$ cat src/rtl/skribble_pkg.sv
// Shared definitions for the word-game blocks: geometry of the word ROM,
// derived field widths, the ASCII blank character and the streamer state codes.
package skribble_pkg;

    localparam int CHAR_W    = 8;
    localparam int MAX_LEN   = 8;
    localparam int NUM_WORDS = 8;

    localparam int IDX_W = $clog2(NUM_WORDS);
    localparam int POS_W = $clog2(MAX_LEN);
    localparam int LEN_W = $clog2(MAX_LEN + 1);

    typedef logic [IDX_W-1:0]  idx_t;
    typedef logic [POS_W-1:0]  pos_t;
    typedef logic [LEN_W-1:0]  len_t;
    typedef logic [CHAR_W-1:0] char_t;

    localparam char_t ASCII_UNDERSCORE = 8'h5F;

    // Streamer state encoding
    localparam logic [1:0] ST_IDLE   = 2'd0;
    localparam logic [1:0] ST_WAIT   = 2'd1;
    localparam logic [1:0] ST_STREAM = 2'd2;
    localparam logic [1:0] ST_DONE   = 2'd3;

endpackage

$ cat src/rtl/word_streamer_if.sv
// Character stream bundle between the word streamer (master) and the
// display/guess logic (slave).
interface word_streamer_if;
    import skribble_pkg::*;

    char_t char_data;
    logic  char_valid;
    logic  char_ready;
    pos_t  char_pos;
    len_t  word_len;
    logic  busy;
    logic  word_done;

    modport master (
        output char_data, char_valid, char_pos, word_len, busy, word_done,
        input  char_ready
    );

    modport slave (
        input  char_data, char_valid, char_pos, word_len, busy, word_done,
        output char_ready
    );

endinterface

$ cat src/rtl/word_rom.sv
// Combinational word ROM: returns the character at (idx, pos) and the word
// length. Words are stored left-aligned, position 0 in the top byte.
// Indices beyond NUM_WORDS fall back to word 0.
module word_rom
    import skribble_pkg::*;
(
    input  idx_t  idx,
    input  pos_t  pos,
    output char_t ch,
    output len_t  len
);

    logic [MAX_LEN*CHAR_W-1:0] word_bits;
    char_t                     chars [MAX_LEN];
    logic [IDX_W:0]            idx_ext;

    assign idx_ext = {1'b0, idx};

    // Word text and length lookup
    always_comb begin
        word_bits = {"APPLE", 24'h0};
        len       = len_t'(5);
        if (idx_ext < (IDX_W+1)'(NUM_WORDS)) begin
            case (idx)
                idx_t'(0): begin word_bits = {"APPLE",  24'h0}; len = len_t'(5); end
                idx_t'(1): begin word_bits = {"HOUSE",  24'h0}; len = len_t'(5); end
                idx_t'(2): begin word_bits = {"TREE",   32'h0}; len = len_t'(4); end
                idx_t'(3): begin word_bits = {"GUITAR", 16'h0}; len = len_t'(6); end
                idx_t'(4): begin word_bits = {"CAT",    40'h0}; len = len_t'(3); end
                idx_t'(5): begin word_bits = {"PIZZA",  24'h0}; len = len_t'(5); end
                idx_t'(6): begin word_bits = {"ROBOT",  24'h0}; len = len_t'(5); end
                idx_t'(7): begin word_bits = "SUNFLOWR";        len = len_t'(8); end
                default:   begin word_bits = {"APPLE",  24'h0}; len = len_t'(5); end
            endcase
        end
    end

    genvar gi;
    generate
        for (gi = 0; gi < MAX_LEN; gi++) begin : g_char
            assign chars[gi] = word_bits[(MAX_LEN-1-gi)*CHAR_W +: CHAR_W];
        end
    endgenerate

    assign ch = chars[pos];

endmodule

$ cat src/rtl/word_streamer.sv
// Word streamer: on new_game, waits one cycle for the selector's index,
// then streams the selected word one character per valid/ready handshake
// and pulses word_done after the last character is accepted.
// Build option WORD_STREAM_MASK_EN: every character is sent as '_' (0x5F)
// while lengths, positions and timing stay the same.
module word_streamer
    import skribble_pkg::*;
(
    input  logic                   clk,
    input  logic                   rst,
    input  logic                   new_game,
    input  idx_t                   word_index,
    word_streamer_if.master        bus
);

    logic [1:0] state_reg;
    idx_t       idx_q;
    pos_t       pos_reg;
    len_t       len_reg;
    char_t      data_reg;

    idx_t       rom_idx;
    pos_t       rom_pos;
    char_t      rom_ch;
    len_t       rom_len;
    char_t      load_ch;
    logic       last_pos;

    // ROM address: first character of the incoming word while waiting,
    // otherwise the character after the one currently presented
    always_comb begin
        rom_idx = idx_q;
        rom_pos = pos_t'(pos_reg + 1'b1);
        if (state_reg == ST_WAIT) begin
            rom_idx = word_index;
            rom_pos = '0;
        end
    end

    word_rom u_rom (
        .idx (rom_idx),
        .pos (rom_pos),
        .ch  (rom_ch),
        .len (rom_len)
    );

`ifdef WORD_STREAM_MASK_EN
    // The guesser only sees blanks; the ROM character is deliberately dropped
    logic rom_ch_unused;
    assign rom_ch_unused = ^rom_ch;
    assign load_ch       = ASCII_UNDERSCORE;
`else
    assign load_ch = rom_ch;
`endif

    assign last_pos = (pos_reg == pos_t'(len_reg - 1'b1));

    // Control FSM and stream registers; new_game restarts from any state
    always_ff @(posedge clk or posedge rst) begin
        if (rst) begin
            state_reg <= ST_IDLE;
            idx_q     <= '0;
            pos_reg   <= '0;
            len_reg   <= '0;
            data_reg  <= '0;
        end else if (new_game) begin
            state_reg <= ST_WAIT;
        end else begin
            case (state_reg)
                ST_WAIT: begin
                    idx_q     <= word_index;
                    len_reg   <= rom_len;
                    pos_reg   <= '0;
                    data_reg  <= load_ch;
                    state_reg <= ST_STREAM;
                end
                ST_STREAM: begin
                    if (bus.char_ready) begin
                        if (last_pos) begin
                            state_reg <= ST_DONE;
                        end else begin
                            pos_reg  <= pos_t'(pos_reg + 1'b1);
                            data_reg <= load_ch;
                        end
                    end
                end
                ST_DONE:  state_reg <= ST_IDLE;
                default:  state_reg <= ST_IDLE;
            endcase
        end
    end

    assign bus.char_data  = data_reg;
    assign bus.char_valid = (state_reg == ST_STREAM);
    assign bus.char_pos   = pos_reg;
    assign bus.word_len   = len_reg;
    assign bus.busy       = (state_reg != ST_IDLE);
    assign bus.word_done  = (state_reg == ST_DONE);

endmodule

$ cat src/flat_wrapper.sv
// flat-port wrapper written by rule: the top's interface ports become plain ports
module word_streamer_flat import skribble_pkg::*;
  (clk, rst, new_game, word_index, bus_char_data, bus_char_valid, bus_char_pos, bus_word_len, bus_busy, bus_word_done, bus_char_ready);
  word_streamer_if bus_i ();
  input  logic clk;
  input  logic rst;
  input  logic new_game;
  input  idx_t word_index;
  output wire logic [$bits(bus_i.char_data)-1:0] bus_char_data;
  output wire logic [$bits(bus_i.char_valid)-1:0] bus_char_valid;
  output wire logic [$bits(bus_i.char_pos)-1:0] bus_char_pos;
  output wire logic [$bits(bus_i.word_len)-1:0] bus_word_len;
  output wire logic [$bits(bus_i.busy)-1:0] bus_busy;
  output wire logic [$bits(bus_i.word_done)-1:0] bus_word_done;
  input wire logic [$bits(bus_i.char_ready)-1:0] bus_char_ready;
  assign bus_char_data = bus_i.char_data;
  assign bus_char_valid = bus_i.char_valid;
  assign bus_char_pos = bus_i.char_pos;
  assign bus_word_len = bus_i.word_len;
  assign bus_busy = bus_i.busy;
  assign bus_word_done = bus_i.word_done;
  assign bus_i.char_ready = bus_char_ready;
  word_streamer u_core (.clk(clk), .rst(rst), .new_game(new_game), .word_index(word_index), .bus(bus_i));
endmodule
$ cat config.mk
export PLATFORM = sky130hd
export DESIGN_NAME = word_streamer_flat
export DESIGN_NICKNAME = d
export VERILOG_FILES = /design/src/rtl/skribble_pkg.sv /design/src/rtl/word_streamer_if.sv /design/src/rtl/word_rom.sv /design/src/rtl/word_streamer.sv /design/src/flat_wrapper.sv
export SDC_FILE = /design/constraint.sdc
export NUM_CORES = 1
export LEC_CHECK = 0
export ABC_AREA = 1
export BUFFER_PORTS_ARGS = -buffer_cell sky130_fd_sc_hd__buf_2
export CAP_MARGIN = 5
export CORE_MARGIN = 3
export CORE_UTILIZATION = 40
export DETAILED_ROUTE_END_ITERATION = 12
export PLACE_DENSITY = 0.59
export REMOVE_ABC_BUFFERS = 1
export SYNTH_ARGS = -nofsm -noshare
export SYNTH_HDL_FRONTEND = slang
export SYNTH_SLANG_ARGS = --single-unit
$ cat constraint.sdc
create_clock -name clk -period 5.9 [get_ports clk]
set_clock_uncertainty 0.2 [all_clocks]
set_input_delay 0.295 -clock clk [delete_from_list [all_inputs] [get_ports clk]]
set_output_delay 0.295 -clock clk [all_outputs]
set_load 0.1 [all_outputs]
---- Word-level counts from Yosys, hierarchy flattened ----
Memory sizes are Yosys's and may differ from the RTL's.
Cells that the tools add are included.
operators by class
  add/subtract/negate cells ............... 2
  order comparisons ....................... 2
  equal/unequal tests ..................... 8
  muxes and demuxes ....................... 17
  bitwise gates (word level) .............. 2
  reduce and logical (&&, ||, !) cells .... 5
operators by type and width
  kind                                                                     count
  64-bit two-way mux                                                       1
  8-bit two-way mux                                                        4
  8-bit binary-select mux with 3-bit select                                1
  8-bit one-hot mux with 2 select lines                                    1
  3-bit two-way mux                                                        4
  2-bit two-way mux                                                        3
  3-bit by 2-bit inequality test with 1-bit output, second input constant  2
  3-bit one-hot mux with 2 select lines                                    1
  2-bit equality test, second input constant                               2
  4-bit >= comparator, second input constant                               1
  3-bit by 4-bit < comparator with 1-bit output, second input constant     1
  4-bit two-way mux                                                        1
  3-bit inverter with 4-bit output                                         1
  2-bit one-hot mux with 2 select lines                                    1
  2-bit AND reduction                                                      2
  4-bit AND reduction                                                      1
  2-bit nonzero test                                                       2
  3-bit by 1-bit adder with 3-bit output, second input constant            1
  3-bit equality test                                                      1
  3-bit by 1-bit subtractor with 3-bit output, second input constant       1
  2-bit by 1-bit equality test with 1-bit output, second input constant    1
  2-bit by 1-bit inequality test with 1-bit output, second input constant  1
  2-bit inequality test, second input constant                             1
  1-bit inverter                                                           1
storage, ports and cells
  register bits ........................... 20
  bits in read-only memories .............. 352
  bits of input ports ..................... 7
  output and inout bits ................... 18
  word-level logic and storage cells ...... 42
  memories ................................ 1
memory list
  memory            depth  width  rd ports  clocked after memory_dff  wr ports  line            source
  (name not given)  8      44     1         0                         0         word_rom.sv:24  case (idx)

---- Longest topological paths before layout ----
  word-level depth ........................ 10
  depth in mapped cells ................... 17
  gate-level depth less buffers ........... 16

---- Modules after synthesis ----
From an unflattened synthesis, not the netlist that was laid out.
second synthesis, totals
  cells, all modules ...................... 263
  area, all modules ....................... 1,737.9 sq um
by module, submodules not included
  module         times used  cells each  area an instance (sq um)  seq. area each (sq um)
  word_streamer  1           139         1,083.5                   500.5
  word_rom       1           124         654.4                     0.0

---- Least setup slack after synthesis ----
Ideal clock, no wire load.
  kind .................................... register -> register
  from .................................... register u_core.len_reg[0] (netlist: u_core.bus.word_len[0])
  to ...................................... register u_core.pos_reg[0] (netlist: u_core.bus.char_pos[0])
  setup time .............................. 171 ps
  arrival ................................. 2,159 ps
  data required time ...................... 5,529 ps
  setup slack ............................. 3,370 ps
  cell stages (with the launch flop) ...... 12
  buffers on the path ..................... 0
  period minus slack after synthesis ...... 2,530 ps
  path through ............................ dfrtp_1 -> inv_1 -> ha_1 -> or2_2 -> nand2_1 -> nand2_1 -> nand2_1 -> nand3_1 -> nand2_1 -> inv_1 -> nand2_1 -> o21ai_0
on the way
  word-level cells in the longest chain between the ends .. 4
ends and longest elaborated chain
  item                                         line                 source
  start: declaration                           word_streamer.sv:19  len_t len_reg;
  start signal: assignment                     word_streamer.sv:72  len_reg <= rom_len;
  3-bit by 1-bit subtractor with 3-bit output  word_streamer.sv:56  assign last_pos = (pos_reg == pos_t'(len_reg - 1'b1));
  3-bit equality test                          word_streamer.sv:56
  2-bit inequality test (no source line)       n/a
  4-bit AND reduction (no source line)         n/a
  end signal: assignment                       word_streamer.sv:82  pos_reg <= pos_t'(pos_reg + 1'b1);
  end: declaration                             word_streamer.sv:18  pos_t pos_reg;
No other way between the ends.
A chain may end at the register's enable or synchronous reset.

---- Worst setup path in the final report ----
  from .................................... register u_core.state_reg[1]
  to ...................................... register u_core.data_reg[0] (netlist: u_core.bus.char_data[0])
on the way
  word-level cells in the longest chain between the ends .. 10
  elaborated cells between the ends (all ways) .. 18
  those cells by class .................... order compare: 1; eq/ne: 4; mux: 9; bitwise: 1; reduce/logical: 2; memory: 1
ends and longest elaborated chain
  item                                                                                       line                 source
  start: declaration                                                                         word_streamer.sv:16  logic [1:0] state_reg;
  start signal: assignment                                                                   word_streamer.sv:61  state_reg <= ST_IDLE;
  start signal: assignment                                                                   word_streamer.sv:67  state_reg <= ST_WAIT;
  start signal: assignment                                                                   word_streamer.sv:75  state_reg <= ST_STREAM;
  2-bit by 1-bit equality test with 1-bit output (*)                                         word_streamer.sv:34  if (state_reg == ST_WAIT) begin
  3-bit two-way mux (*)                                                                      n/a
  named net u_core.rom_idx[0]                                                                word_streamer.sv:22  idx_t rom_idx;
  memory 8 x 44 bit / 3-bit by 4-bit < comparator with 1-bit output (equally long branches)  n/a
  64-bit two-way mux (*)                                                                     word_rom.sv:23       if (idx_ext < (IDX_W+1)'(NUM_WORDS)) begin
  8-bit binary-select mux with 3-bit select (*)                                              word_rom.sv:45       assign ch = chars[pos];
  8-bit two-way mux (implied by the code) (*) (2 in series)                                  word_rom.sv:45
  8-bit two-way mux                                                                          word_streamer.sv:79  if (last_pos) begin
  8-bit two-way mux                                                                          word_streamer.sv:78  if (bus.char_ready) begin
  8-bit one-hot mux with 2 select lines (*)                                                  word_streamer.sv:69  case (state_reg)
  end signal: assignment                                                                     word_streamer.sv:74  data_reg <= load_ch;
  end signal: assignment                                                                     word_streamer.sv:83  data_reg <= load_ch;
  end: declaration                                                                           word_streamer.sv:20  char_t data_reg;
The timed path passes the listed nets; every way through them passes the cells marked *. The select of a mux whose other input is x is not followed.

==> run metrics <==
status=completed; Mean Syn Cell Area=6.43 um^2; Root Driver=clkbuf_8; post-detailed-route count of antenna-violating nets=0; crit path launch type=register; Synth warnings=0; Crit Path Max Fanout=9; H-tree levels=1; DRC=0; CTS Buffer Depth=2; largest cells by area after synthesis=dfrtp_1 29%, nand2_1 21%, ha_1 11%; Synth Instances=240; Power Internal=approximately 0.37 mW; NetSw=0.612 mW; slew margin rel.=0.534; die width=around 70 um; gpl congestion=about 0.93; number of flops mapped to enable cells by yosys=0; Crit. End Element=register; Hold WC Path Type=in2reg; Metal-1 WL=between 1.5 and 2 mm; post-DP HPWL=~2.9 mm; Comb power frac=0.693; Worst-Margin Slew=between 0.6 and 0.7 ns; IO Pins=25; Crit path max-delay family=simple AND/OR/NAND/NOR gates; Arrival @ worst endpoint=2.74 ns; post-CTS setup buffers=0; gr usage total=0.180; Cell variety after synth=24; highest clock rate=~0.36 GHz; crit-path cells=inv_1 > ha_1 > nand2_1 > nand2_1 > inv_1 > ha_1 > nand3_1 > nand2_1 > nand2_1 > nand2_1 > nand2_1 > nand2_1 > nand2_1 > a21oi_1; CP max stage cell=dfrtp_1; total routed wirelength=around 3.7 mm; most common cell after layout, fill and taps aside=nand2_1; dpl cells=~300; Yosys reg bits=18; Synth Flop Type=dfrtp_1; Layout area overhead=11.8%; clk slew on worst S/H paths=roughly 0.070 ns; DR vias=about 1600; post_cts resized=0; most frequent CP cell=nand2_1; Fillers=~360; top cell type's share of synthesized area=0.292; Port Buffers=22; Worst Path Buf+Inv=2; worst skew pair latency=approximately 0.26 ns; Final WS setup=approximately 3.2 ns; Initial Utilization=0.439; CTS tree=yes; GRT Residual Overflow=0; sw frac=0.624; Die H=68.1 um; Final min period=2.75 ns; drt first pass iters=4; Critical Path Max Stage Delay=a little over 0.4 ns; Lkg Pwr=around 0.93 nW; FFs w/ async S/R, synth=1.00; cell taking the most area after synthesis=dfrtp_1; CTS buffer count=3; Multi-input gate area=roughly 940 um^2; Post-layout nets=~280; Util after Layout=0.490; met2 WL post-DR=1.68 mm; CORE AREA=about 3500 um^2; Iter 0 DRT Violations=53; RSZ-0062 raised after global routing=no; worst vdd ir=184 uV; power per cell area=568 nW/um^2; sequential share of power=0.201; FF/Latch Area=approximately 450 um^2; max reg flops=6; Std-Cell Rows=21; # diodes=0; Final setup viols=0; max-slew violations=0; initial antenna violation count=0; Vias/cell=around 5.1; CP required=between 5 and 6 ns; die area=4640 um^2; Final Hold Fails=0; clock group share of total power=0.106; layout cells sized above 1=0.131; period utilization=0.466; post-synthesis instance area=between 1500 and 2000 um^2; uppermost routed layer=met4; fin cells=between 300 and 400; first-pass GRT wire length=between 6 and 7 mm; Place WS=roughly 3.1 ns; vias in the first global route=about 1400; # clock sinks=18; Max Cap Viol=0; final setup TNS=0 ns; commonest non-fill, non-tap cells in the layout=85 x nand2_1, 26 x nand3_1, 24 x inv_1; sequential fraction of the synthesis area=0.292; WL met3=about 220 um; Setup CP Type=reg2reg; largest net degree at the start of global routing=19; drt wl/cell=about 12 um
## kinds of logic after synthesis
group / after synthesis / synth area share
AO/OA/AOI/OAI: 27 / 0.0924
XOR/XNOR: 2 / 0.0113
adder cells (fa/ha/maj): 14 / 0.113
buffers and inverters: 34 / 0.100
flip-flops: 18 / 0.292
other: 1 / 0.00243
AND/OR/NAND/NOR: 144 / 0.388
## power groups by stage
| stage | Sequential (mW) | Combinational (mW) | Clock (mW) |
|---|---|---|---|
| 2_1_floorplan | 0.451 | 0.309 | 0 |
| 3_3_place_gp | 0.199 | 0.685 | 0 |
| 3_5_place_dp | 0.199 | 0.681 | 0 |
| 4_1_cts | 0.197 | 0.683 | 0.105 |
| 5_1_grt | 0.203 | 0.742 | 0.111 |
| 6_report | 0.197 | 0.680 | 0.104 |
## final cells by class
class,instances,area share
timing repair buffer,23,0.0696
inverter,26,0.0580
clock buffer,4,0.0319
multi-input combinational,189,0.546
tap,46,0.0334
sequential,18,0.261
## metal layers
metal | vias up | track usage
met5 | - | 0
met4 | 0 | 0.0645
met3 | 5 | 0.0263
met2 | 51 | 0.296
met1 | 701 | 0.239
li1 | 795 | -
## synthesized netlist by cell type, types with 2 or more instances
cell and number:
a21oi_1 9, buf_2 2, buf_4 6, dfrtp_1 18
ha_1 14, inv_1 24, nand2_1 85, nand2_2 2
nand3_1 26, nand4_1 2, nor2_1 23, nor2_2 3
o21ai_0 14, xnor2_1 2
## per-stage QoR
step	power, mW	area, um^2	hold WS (ns)
2_1_floorplan	0.760	1490	0.0336
3_3_place_gp	0.884	1660	0.245
3_5_place_dp	0.880	1660	0.242
4_1_cts	0.985	1730	0.0968
5_1_grt	1.06	1730	0.110
6_report	0.981	1730	0.104
## final timing paths
path / startpoint / endpoint / slack [ns] / depth (start not counted)
setup / recovery: u_core.state_reg[1] / u_core.bus.char_data[0] / 3.15 / 14
hold / removal: word_index[2] / u_core.idx_q[2] / 0.10 / 3
setup reg to reg: u_core.state_reg[1] / u_core.bus.char_data[0] / 3.15 / 14
hold reg to reg: u_core.bus.char_data[2] / u_core.bus.char_data[2] / 0.28 / 2
max in group asynchronous: rst / u_core.bus.word_len[0] / 4.56 / 3
min in group asynchronous: rst / u_core.bus.word_len[2] / 0.50 / 3
## worst register-to-register path, cell delays in order, from the launching register on
cell and delay (ns):
dfrtp_1 0.41, inv_1 0.09, ha_1 0.39, nand2_1 0.09, nand2_1 0.24, inv_1 0.21
ha_1 0.36, nand3_1 0.11, nand2_1 0.08, nand2_1 0.07, nand2_1 0.08, nand2_1 0.05
nand2_1 0.10, nand2_1 0.06, a21oi_1 0.12
## what timing repair did
item                                    in CTS  in global routing
hold endpoints to repair                    18                  0
hold buffers                                 1                  0
endpoints found under the setup margin       0                  0
(Power assumes the default switching activity.)
